==> config.mk <==
export PLATFORM = sky130hd
export DESIGN_NAME = fifo_rd_ctrl_flat
export DESIGN_NICKNAME = d
export VERILOG_FILES = /design/src/rtl/fifo_rd_ctrl_if.sv /design/src/rtl/fifo_rd_ctrl.sv /design/src/flat_wrapper.sv
export SDC_FILE = /design/constraint.sdc
export NUM_CORES = 1
export LEC_CHECK = 0
export BUFFER_PORTS_ARGS = -buffer_cell sky130_fd_sc_hd__buf_4
export CAP_MARGIN = 10
export CORE_MARGIN = 8
export CORE_UTILIZATION = 25
export DETAILED_ROUTE_END_ITERATION = 6
export PLACE_DENSITY = 0.51
export SLEW_MARGIN = 30
export SYNTH_ARGS = -nofsm -noshare
export SYNTH_HDL_FRONTEND = slang
export SYNTH_SLANG_ARGS = --single-unit
==> constraint.sdc <==
create_clock -name clk -period 4.2 [get_ports clk]
set_input_delay 0.42 -clock clk [delete_from_list [all_inputs] [get_ports clk]]
set_output_delay 0.42 -clock clk [all_outputs]
set_load 0.005 [all_outputs]
==> src/rtl/fifo_rd_ctrl_if.sv <==
// FIFO read port plus the valid/ready output stream of the read-side controller.
// master is the controller's view; slave is the FIFO/consumer environment's view.
interface fifo_rd_ctrl_if #(
  parameter int unsigned DATA_WIDTH = 1
) ();
  logic [DATA_WIDTH-1:0] fifo_rd_data;
  logic                  fifo_empty;
  logic                  fifo_rd_en;
  logic [DATA_WIDTH-1:0] out_data;
  logic                  out_valid;
  logic                  out_ready;

  modport master (
    input  fifo_rd_data,
    input  fifo_empty,
    input  out_ready,
    output fifo_rd_en,
    output out_data,
    output out_valid
  );

  modport slave (
    output fifo_rd_data,
    output fifo_empty,
    output out_ready,
    input  fifo_rd_en,
    input  out_data,
    input  out_valid
  );
endinterface

==> src/rtl/fifo_rd_ctrl.sv <==
// FIFO read-side controller: a 2-entry credit-tracked buffer hides the 1-cycle FIFO read
// latency and presents words as a valid/ready stream, with flush and a delivered-word count.
module fifo_rd_ctrl #(
  parameter int unsigned DATA_WIDTH  = 1,
  parameter int unsigned COUNT_WIDTH = 16
) (
  input  logic                   clk,
  input  logic                   reset,
  input  logic                   flush,
  output logic [COUNT_WIDTH-1:0] rd_count,
  fifo_rd_ctrl_if.master         rd_if
);

  typedef enum logic [1:0] {StEmpty, StOne, StTwo} occ_e;

  occ_e                  occ_q, occ_d;
  logic                  pend_q, pend_d;
  logic [DATA_WIDTH-1:0] head_q, head_d;
  logic [DATA_WIDTH-1:0] tail_q, tail_d;
  logic [COUNT_WIDTH-1:0] cnt_q, cnt_d;

  logic       out_valid;
  logic       pop;
  logic       arrival;
  logic       rd_en_int;
  logic [1:0] occ_num;
  logic [2:0] credit;

  always_comb begin
    out_valid = (occ_q != StEmpty);
    pop       = out_valid & rd_if.out_ready & ~flush;
    // A read issued in the previous cycle lands now unless a flush discards it.
    arrival   = pend_q & ~flush;
    unique case (occ_q)
      StOne:   occ_num = 2'd1;
      StTwo:   occ_num = 2'd2;
      default: occ_num = 2'd0;
    endcase
    // Credit counts buffered plus in-flight words after this cycle's pop.
    credit    = {1'b0, occ_num} + {2'b00, pend_q} - {2'b00, pop};
    rd_en_int = ~flush & ~rd_if.fifo_empty & (credit < 3'd2);
  end

  always_comb begin
    occ_d  = occ_q;
    head_d = head_q;
    tail_d = tail_q;
    pend_d = rd_en_int;
    cnt_d  = cnt_q + {{(COUNT_WIDTH-1){1'b0}}, pop};
    if (flush) begin
      occ_d = StEmpty;
    end else begin
      unique case (occ_q)
        StEmpty: begin
          if (arrival) begin
            occ_d  = StOne;
            head_d = rd_if.fifo_rd_data;
          end
        end
        StOne: begin
          if (arrival && !pop) begin
            occ_d  = StTwo;
            tail_d = rd_if.fifo_rd_data;
          end else if (arrival && pop) begin
            head_d = rd_if.fifo_rd_data;
          end else if (pop) begin
            occ_d = StEmpty;
          end
        end
        StTwo: begin
          if (pop) begin
            occ_d  = StOne;
            head_d = tail_q;
          end
        end
        default: occ_d = StEmpty;
      endcase
    end
  end

  always_ff @(posedge clk or posedge reset) begin
    if (reset) begin
      occ_q  <= StEmpty;
      pend_q <= 1'b0;
      head_q <= '0;
      tail_q <= '0;
      cnt_q  <= '0;
    end else begin
      occ_q  <= occ_d;
      pend_q <= pend_d;
      head_q <= head_d;
      tail_q <= tail_d;
      cnt_q  <= cnt_d;
    end
  end

  // Reset gates the strobe directly so a mid-cycle reset stops reads at once.
  assign rd_if.fifo_rd_en = rd_en_int & ~reset;
  assign rd_if.out_valid  = out_valid;
  assign rd_if.out_data   = head_q;
  assign rd_count         = cnt_q;

endmodule

==> src/flat_wrapper.sv <==
// flat-port wrapper written by rule: the top's interface ports become plain ports
module fifo_rd_ctrl_flat 
#(
  parameter int unsigned DATA_WIDTH  = 1,
  parameter int unsigned COUNT_WIDTH = 16
)
  (clk, reset, flush, rd_count, rd_if_fifo_rd_data, rd_if_fifo_empty, rd_if_out_ready, rd_if_fifo_rd_en, rd_if_out_data, rd_if_out_valid);
  fifo_rd_ctrl_if #(.DATA_WIDTH(DATA_WIDTH)) rd_if_i ();
  input  logic clk;
  input  logic reset;
  input  logic flush;
  output logic [COUNT_WIDTH-1:0] rd_count;
  input wire logic [$bits(rd_if_i.fifo_rd_data)-1:0] rd_if_fifo_rd_data;
  input wire logic [$bits(rd_if_i.fifo_empty)-1:0] rd_if_fifo_empty;
  input wire logic [$bits(rd_if_i.out_ready)-1:0] rd_if_out_ready;
  output wire logic [$bits(rd_if_i.fifo_rd_en)-1:0] rd_if_fifo_rd_en;
  output wire logic [$bits(rd_if_i.out_data)-1:0] rd_if_out_data;
  output wire logic [$bits(rd_if_i.out_valid)-1:0] rd_if_out_valid;
  assign rd_if_i.fifo_rd_data = rd_if_fifo_rd_data;
  assign rd_if_i.fifo_empty = rd_if_fifo_empty;
  assign rd_if_i.out_ready = rd_if_out_ready;
  assign rd_if_fifo_rd_en = rd_if_i.fifo_rd_en;
  assign rd_if_out_data = rd_if_i.out_data;
  assign rd_if_out_valid = rd_if_i.out_valid;
  fifo_rd_ctrl #(.DATA_WIDTH(DATA_WIDTH), .COUNT_WIDTH(COUNT_WIDTH)) u_core (.clk(clk), .reset(reset), .flush(flush), .rd_count(rd_count), .rd_if(rd_if_i));
endmodule
Word level (Yosys, flattened, before mapping)
Cells that the tools add are included.

word-level totals
  output and inout port bits = 19
  word-level logic and storage cells = 50
  flip-flop bits (word level) = 21

operators by class
  equality and inequality tests = 10
  add/subtract/negate cells = 3
  magnitude comparators = 1
  reductions and logical operators = 9
  bitwise gates (word level) = 9
  muxes and demuxes = 13

operators with widths
  kind                                                                    count
  16-bit by 1-bit adder with 16-bit output                                1
  2-bit 2-to-1 mux                                                        6
  1-bit bitwise AND                                                       6
  2-bit by 1-bit != test with 1-bit output (second input constant)        3
  3-bit by 2-bit != test with 1-bit output (second input constant)        2
  2-bit one-hot mux with 3 select lines                                   1
  6-bit AND reduction                                                     1
  1-bit 2-to-1 mux                                                        4
  4-bit by 2-bit != test with 1-bit output (second input constant)        1
  4-bit by 3-bit != test with 1-bit output (second input constant)        1
  2-bit one-hot mux with 2 select lines                                   1
  4-bit AND reduction                                                     1
  2-bit by 1-bit adder with 3-bit output                                  1
  3-bit by 2-bit < comparator with 1-bit output (second input constant)   1
  1-bit inverter                                                          3
  1-bit one-hot mux with 3 select lines                                   1
  3-bit AND reduction                                                     1
  3-bit nonzero test                                                      1
  3-bit by 1-bit subtractor with 3-bit output                             1
  2-bit by 1-bit equality test with 1-bit output (second input constant)  1
  2-bit equality test (second input constant)                             1
  1-bit logical AND                                                       2
  2-bit logical NOT                                                       1
  2-bit != test (second input constant)                                   1
  2 further kinds                                                         2

Logic depth before layout (Yosys ltp)
  word-level depth = 8
  mapped depth = 9
  gate-level depth less buffers = 9

Least setup slack after synthesis
Ideal clock, no wire load.

  kind = input to output
  start = input port flush
  end = output port rd_if_fifo_rd_en
  stages = 9
  arrival time = 2205 ps
  data required time = 3780 ps
  buffers on the path = 0
  path slack = 1575 ps
  cell sequence = nand2b_1 > nor2_1 > ha_1 > nor2_1 > nand2_1 > fa_1 > xor2_2 > nor4b_2 > and2_1

between the ends
  cells in the longest elaborated chain, start to end = 6
  elaborated cells between the ends (all ways) = 7
  those cells by class = add/sub: 1; order compare: 1; bitwise: 5

ends and longest elaborated chain
  element                                        RTL line            source
  start, declared                                flat_wrapper.sv:11  input logic flush;
  1-bit inverter (no line) *                     n/a
  1-bit bitwise AND                              fifo_rd_ctrl.sv:31  pop = out_valid & rd_if.out_ready & ~flush;
  3-bit by 1-bit subtractor with 3-bit output    fifo_rd_ctrl.sv:40  credit = {1'b0, occ_num} + {2'b00, pend_q} - {2'b00, pop};
  3-bit by 2-bit < comparator with 1-bit output  fifo_rd_ctrl.sv:41  rd_en_int = ~flush & ~rd_if.fifo_empty & (credit < 3'd2);
  1-bit bitwise AND *                            fifo_rd_ctrl.sv:41
  via u_core.pend_d                              fifo_rd_ctrl.sv:17  logic pend_q, pend_d;
  1-bit bitwise AND *                            fifo_rd_ctrl.sv:98  assign rd_if.fifo_rd_en = rd_en_int & ~reset;
  end, declared                                  flat_wrapper.sv:16  output wire logic [$bits(rd_if_i.fifo_rd_en)-1:0] rd_if_fifo_rd_en;

The timed path passes the listed nets; every way through them passes the cells marked *.

Worst setup path in the final report
  start = register u_core.occ_q[0]
  end = output port rd_if_fifo_rd_en

between the ends
  cells in the longest elaborated chain, start to end = 7
  elaborated cells between the ends (all ways) = 11
  those cells by class = add/sub: 2; order compare: 1; eq/ne: 2; mux: 1; bitwise: 4; reduce/logical: 1

ends and longest elaborated chain
  element                                                                      RTL line                                source
  start, declared                                                              fifo_rd_ctrl.sv:16                      occ_e occ_q, occ_d;
  start signal, assigned                                                       fifo_rd_ctrl.sv:83                      occ_q <= StEmpty;
  2-bit equality test (tied with other cells)                                  fifo_rd_ctrl.sv:34                      unique case (occ_q)
  2-bit one-hot mux with 2 select lines or 1-bit bitwise AND (tied branches)   fifo_rd_ctrl.sv:34, fifo_rd_ctrl.sv:31
  2-bit by 1-bit adder with 3-bit output or 1-bit bitwise AND (tied branches)  fifo_rd_ctrl.sv:40, fifo_rd_ctrl.sv:31
  3-bit by 1-bit subtractor with 3-bit output *                                fifo_rd_ctrl.sv:40
  3-bit by 2-bit < comparator with 1-bit output *                              fifo_rd_ctrl.sv:41
  1-bit bitwise AND *                                                          fifo_rd_ctrl.sv:41
  via u_core.pend_d                                                            fifo_rd_ctrl.sv:17
  1-bit bitwise AND *                                                          fifo_rd_ctrl.sv:98

Marked as above.

==> metrics list <==
- Run status: complete, no violations
* Post-CTS Resized: 0
- Total placed cells including tap cells: 161
- RSZ-0062 raised after global routing: false
* Area of the placeable core: 3940 um^2
- Filler-free cell count of the finished design: 165
- Final period demand of the worst path: 3120 ps
- 0 antenna diodes ended up in the layout.
- Internal power summed over all cells: 0.337 mW
* Worst-margin pin slew: 829 ps
- Of the total power, registers draw 0.548.
- Wire length after detailed routing: 2.08 mm
- The top cell types in the final layout, fill and taps aside, are sky130_fd_sc_hd__buf_4 (24), sky130_fd_sc_hd__dfrtp_1 (21), sky130_fd_sc_hd__xnor2_1 (11).
- Input/output buffers: 24
- Timing would allow up to 320 MHz.
- Clock tree synthesis found a total of 21 sinks.
- Sort of element at the end of the critical path: primary output
* Total of endpoints with negative setup slack in the final report: 0
* Commonest non-fill, non-tap cell in the layout: sky130_fd_sc_hd__buf_4
- Critical Path Start Type: flip-flop
- Across the run, the number of max-cap violations was 0.
- Share of the core filled with cells in the final layout: 0.329
* DIE WIDTH: 79.7 um
- Area leader, netlist: sky130_fd_sc_hd__dfrtp_1
- Final hold analysis gives a worst-case slack of 323 ps.
- Final Skew: 2.11 ps
- Clk buf depth: 2
- Main area contributors after synthesis: sky130_fd_sc_hd__dfrtp_1 (52%), sky130_fd_sc_hd__xnor2_1 (9.5%), sky130_fd_sc_hd__xor2_1 (3.5%)
- The analysis attributes to cell leakage a power of 0.617 nW.
- For this run, the total global-route usage over all layers was measured as 0.0729.
- Num rows: 23
* CTS clock-pin slew for the worst setup and hold paths: 80 ps
* Routability congestion estimate: 0.769
* Residual overflow from global routing: 0
- Largest net degree at the start of global routing: 23
* Switching power share of the total: 0.267
- Clk network pwr share: 0.286
- Crit path setup slack, layout: 1080 ps
* First DRT Iteration DRCs: 22
- Top cell type's share of synthesized area: 0.518
- The first global-routing pass estimated 3.73 mm of wire.
* Remaining antenna violation count after routing: 0
- Avg Vias per Cell: 4.27
- For the worst setup path, the data arrival time is 2700 ps.
- Clock tree from TritonCTS: yes
* Effective utilization at floorplan: 0.257
* PD cells: 354 nW/um^2
* Synthesized area per cell: 11.5 um^2
- The final layout contains 125 nets.
- The worst hold path belongs to the class in -> reg.
- Setup Buffers After CTS: 0
- Ports: 25
* Area growth, synth to finish: 27.7%
- Summed over all nets, the switching power comes to 0.123 mW.
* Fraction of layout cells with a size suffix above 1: 0.313
* Setup slack after placement: 1170 ps
* Post-Syn Area: 1010 um^2
- CTS Hold Bufs: 0
- Pins over their slew limit: 0
* Overall power consumption: 0.459 mW
* Data required, critical path: 3780 ps
- VDD sags by at most 0.125 mV.
- The worst pin sits at a relative slew slack of 0.447.
- The number of global-route vias before repair was 797.
- Once layout is done, the placed cells without fillers occupy 1300 um^2.
- Dividing the detail-routed wire length by the instance count gives 12.6 um.
- In this run the number of H-tree levels came out at 1.
* Clk_lat worst skew: 250 ps
- Synthesized netlist cell count: 88
* Final period utilization: 0.743
- Clock root buffer: sky130_fd_sc_hd__clkbuf_8
- Yosys synthesis warning count: 0
* DP Area: 1250 um^2
- Maximum net fanout on the critical path: 7
* Synth Register Bits: 21
- Category of the most critical setup path: reg -> out
- Counting instances, the worst hold path has a depth of 2.
- Part of the Yosys area used for sequential elements: 0.518
- The number of antenna violations at the first check in global routing was 0.
- The number of nets handed over by synthesis was 97.
* Post-route DRC: 0
* Number of detailed-routing iterations run before antenna repair: 4
* Final Hold Violating Endpoints: 0
- Number of vias in the routed layout: 705
- The die covers 6350 um^2.
- Half-perimeter wire length of the detailed placement result: 1.61 mm
* Chip Height: 79.7 um
* Total CTS buffers: 3
* Comb pwr share: 0.166
* FF-to-FF path depth: 8
- Adding up every negative setup slack in the final design gives 0 ps.
- The synthesized netlist contains 27 unique library cells.
-- flip-flops by register name, summed over array words and instances, names as in the netlist --
signal / flops
u_core.rd_count: 16
u_core.occ_q: 2
u_core.pend_q: 1
u_core.rd_if.out_data: 1
u_core.tail_q: 1
-- power groups by stage --
| stage | sequential (mW) | combinational [mW] | clock (mW) |
|---|---|---|---|
| after floorplan | 0.253 | 0.0321 | 0 |
| after global placement | 0.256 | 0.0766 | 0 |
| after global routing | 0.256 | 0.0863 | 0.145 |
| final | 0.252 | 0.0764 | 0.131 |
| after detailed placement | 0.256 | 0.0797 | 0 |
| after CTS | 0.252 | 0.0794 | 0.137 |
-- area by class of cell --
type | instances | area, um^2
Multi-Input combinational cell | 63 | 470
Inverter | 3 | 11.3
Timing Repair Buffer | 24 | 180
Clock inverter | 1 | 5.00
Clock buffer | 3 | 41.3
Sequential cell | 21 | 526
Fill cell | 393 | 2650
Tap cell | 50 | 62.6
-- critical path, cell delays in order (launching register included) --
cell,delay (ps)
sky130_fd_sc_hd__dfrtp_1,470
sky130_fd_sc_hd__nor2_2,230
sky130_fd_sc_hd__nor2_1,130
sky130_fd_sc_hd__ha_1,300
sky130_fd_sc_hd__nor2_1,100
sky130_fd_sc_hd__nand2_1,70
sky130_fd_sc_hd__fa_1,420
sky130_fd_sc_hd__xor2_2,190
sky130_fd_sc_hd__nor4b_2,270
sky130_fd_sc_hd__and2_1,170
sky130_fd_sc_hd__buf_4,110
-- cells in the mapped netlist --
| cell | n |
|---|---|
| sky130_fd_sc_hd__nand3_1 | 6 |
| sky130_fd_sc_hd__nand4_1 | 4 |
| sky130_fd_sc_hd__mux2_2 | 3 |
| sky130_fd_sc_hd__nand2b_2 | 1 |
| sky130_fd_sc_hd__nor2_2 | 1 |
| sky130_fd_sc_hd__o21a_1 | 1 |
| sky130_fd_sc_hd__nor3_1 | 2 |
| sky130_fd_sc_hd__buf_4 | 1 |
| sky130_fd_sc_hd__dfrtp_1 | 21 |
| sky130_fd_sc_hd__nor4b_2 | 1 |
| sky130_fd_sc_hd__xor2_2 | 1 |
| sky130_fd_sc_hd__and4_1 | 1 |
| sky130_fd_sc_hd__nor2_1 | 7 |
| sky130_fd_sc_hd__xor2_1 | 4 |
| sky130_fd_sc_hd__mux2i_1 | 1 |
| sky130_fd_sc_hd__nor2b_1 | 2 |
| sky130_fd_sc_hd__fa_1 | 1 |
| sky130_fd_sc_hd__nor4_4 | 1 |
| sky130_fd_sc_hd__nand2_1 | 6 |
| sky130_fd_sc_hd__a21oi_1 | 2 |
| sky130_fd_sc_hd__ha_1 | 2 |
| sky130_fd_sc_hd__and3_1 | 1 |
| sky130_fd_sc_hd__inv_1 | 3 |
| sky130_fd_sc_hd__xnor2_1 | 11 |
| sky130_fd_sc_hd__nand2b_1 | 1 |
| sky130_fd_sc_hd__o21ai_1 | 1 |
| sky130_fd_sc_hd__and2_1 | 2 |
-- path summary, 6_finish.rpt --
check                                         start  slack [ps]                    end
worst max register to register      u_core.occ_q[0]        1930          u_core.pend_q
min in group asynchronous                     reset         330  u_core.rd_if.out_data
worst min-delay path               rd_if_fifo_empty         320          u_core.pend_q
worst min register to register  u_core.rd_count[15]         490    u_core.rd_count[15]
worst max-delay path                u_core.occ_q[0]        1080       rd_if_fifo_rd_en
max in group asynchronous                     reset        3360     u_core.rd_count[7]
-- kinds of logic (layout without fill, tap and decap cells) --
family | after synthesis | count (layout) | synth area share
AND/OR/NAND/NOR | 36 | 36 | 0.208
AO/OA/AOI/OAI | 4 | 4 | 0.0222
buffers and inverters | 4 | 31 | 0.0185
flip-flops | 21 | 21 | 0.518
multiplexers | 4 | 4 | 0.0432
adder cells (fa/ha/maj) | 3 | 3 | 0.0444
XOR/XNOR | 16 | 16 | 0.145
-- per-layer routing --
metal  wire [um]  global-route usage  vias up  share of wire
met4          20              0.0296        0         0.0096
met5           0                   0        -              0
met3         100              0.0214        2          0.048
met2        1030               0.127       12           0.49
met1         930              0.0804      341           0.45
li1            -                   -      350              -
Power figures use the tool's default switching activity.
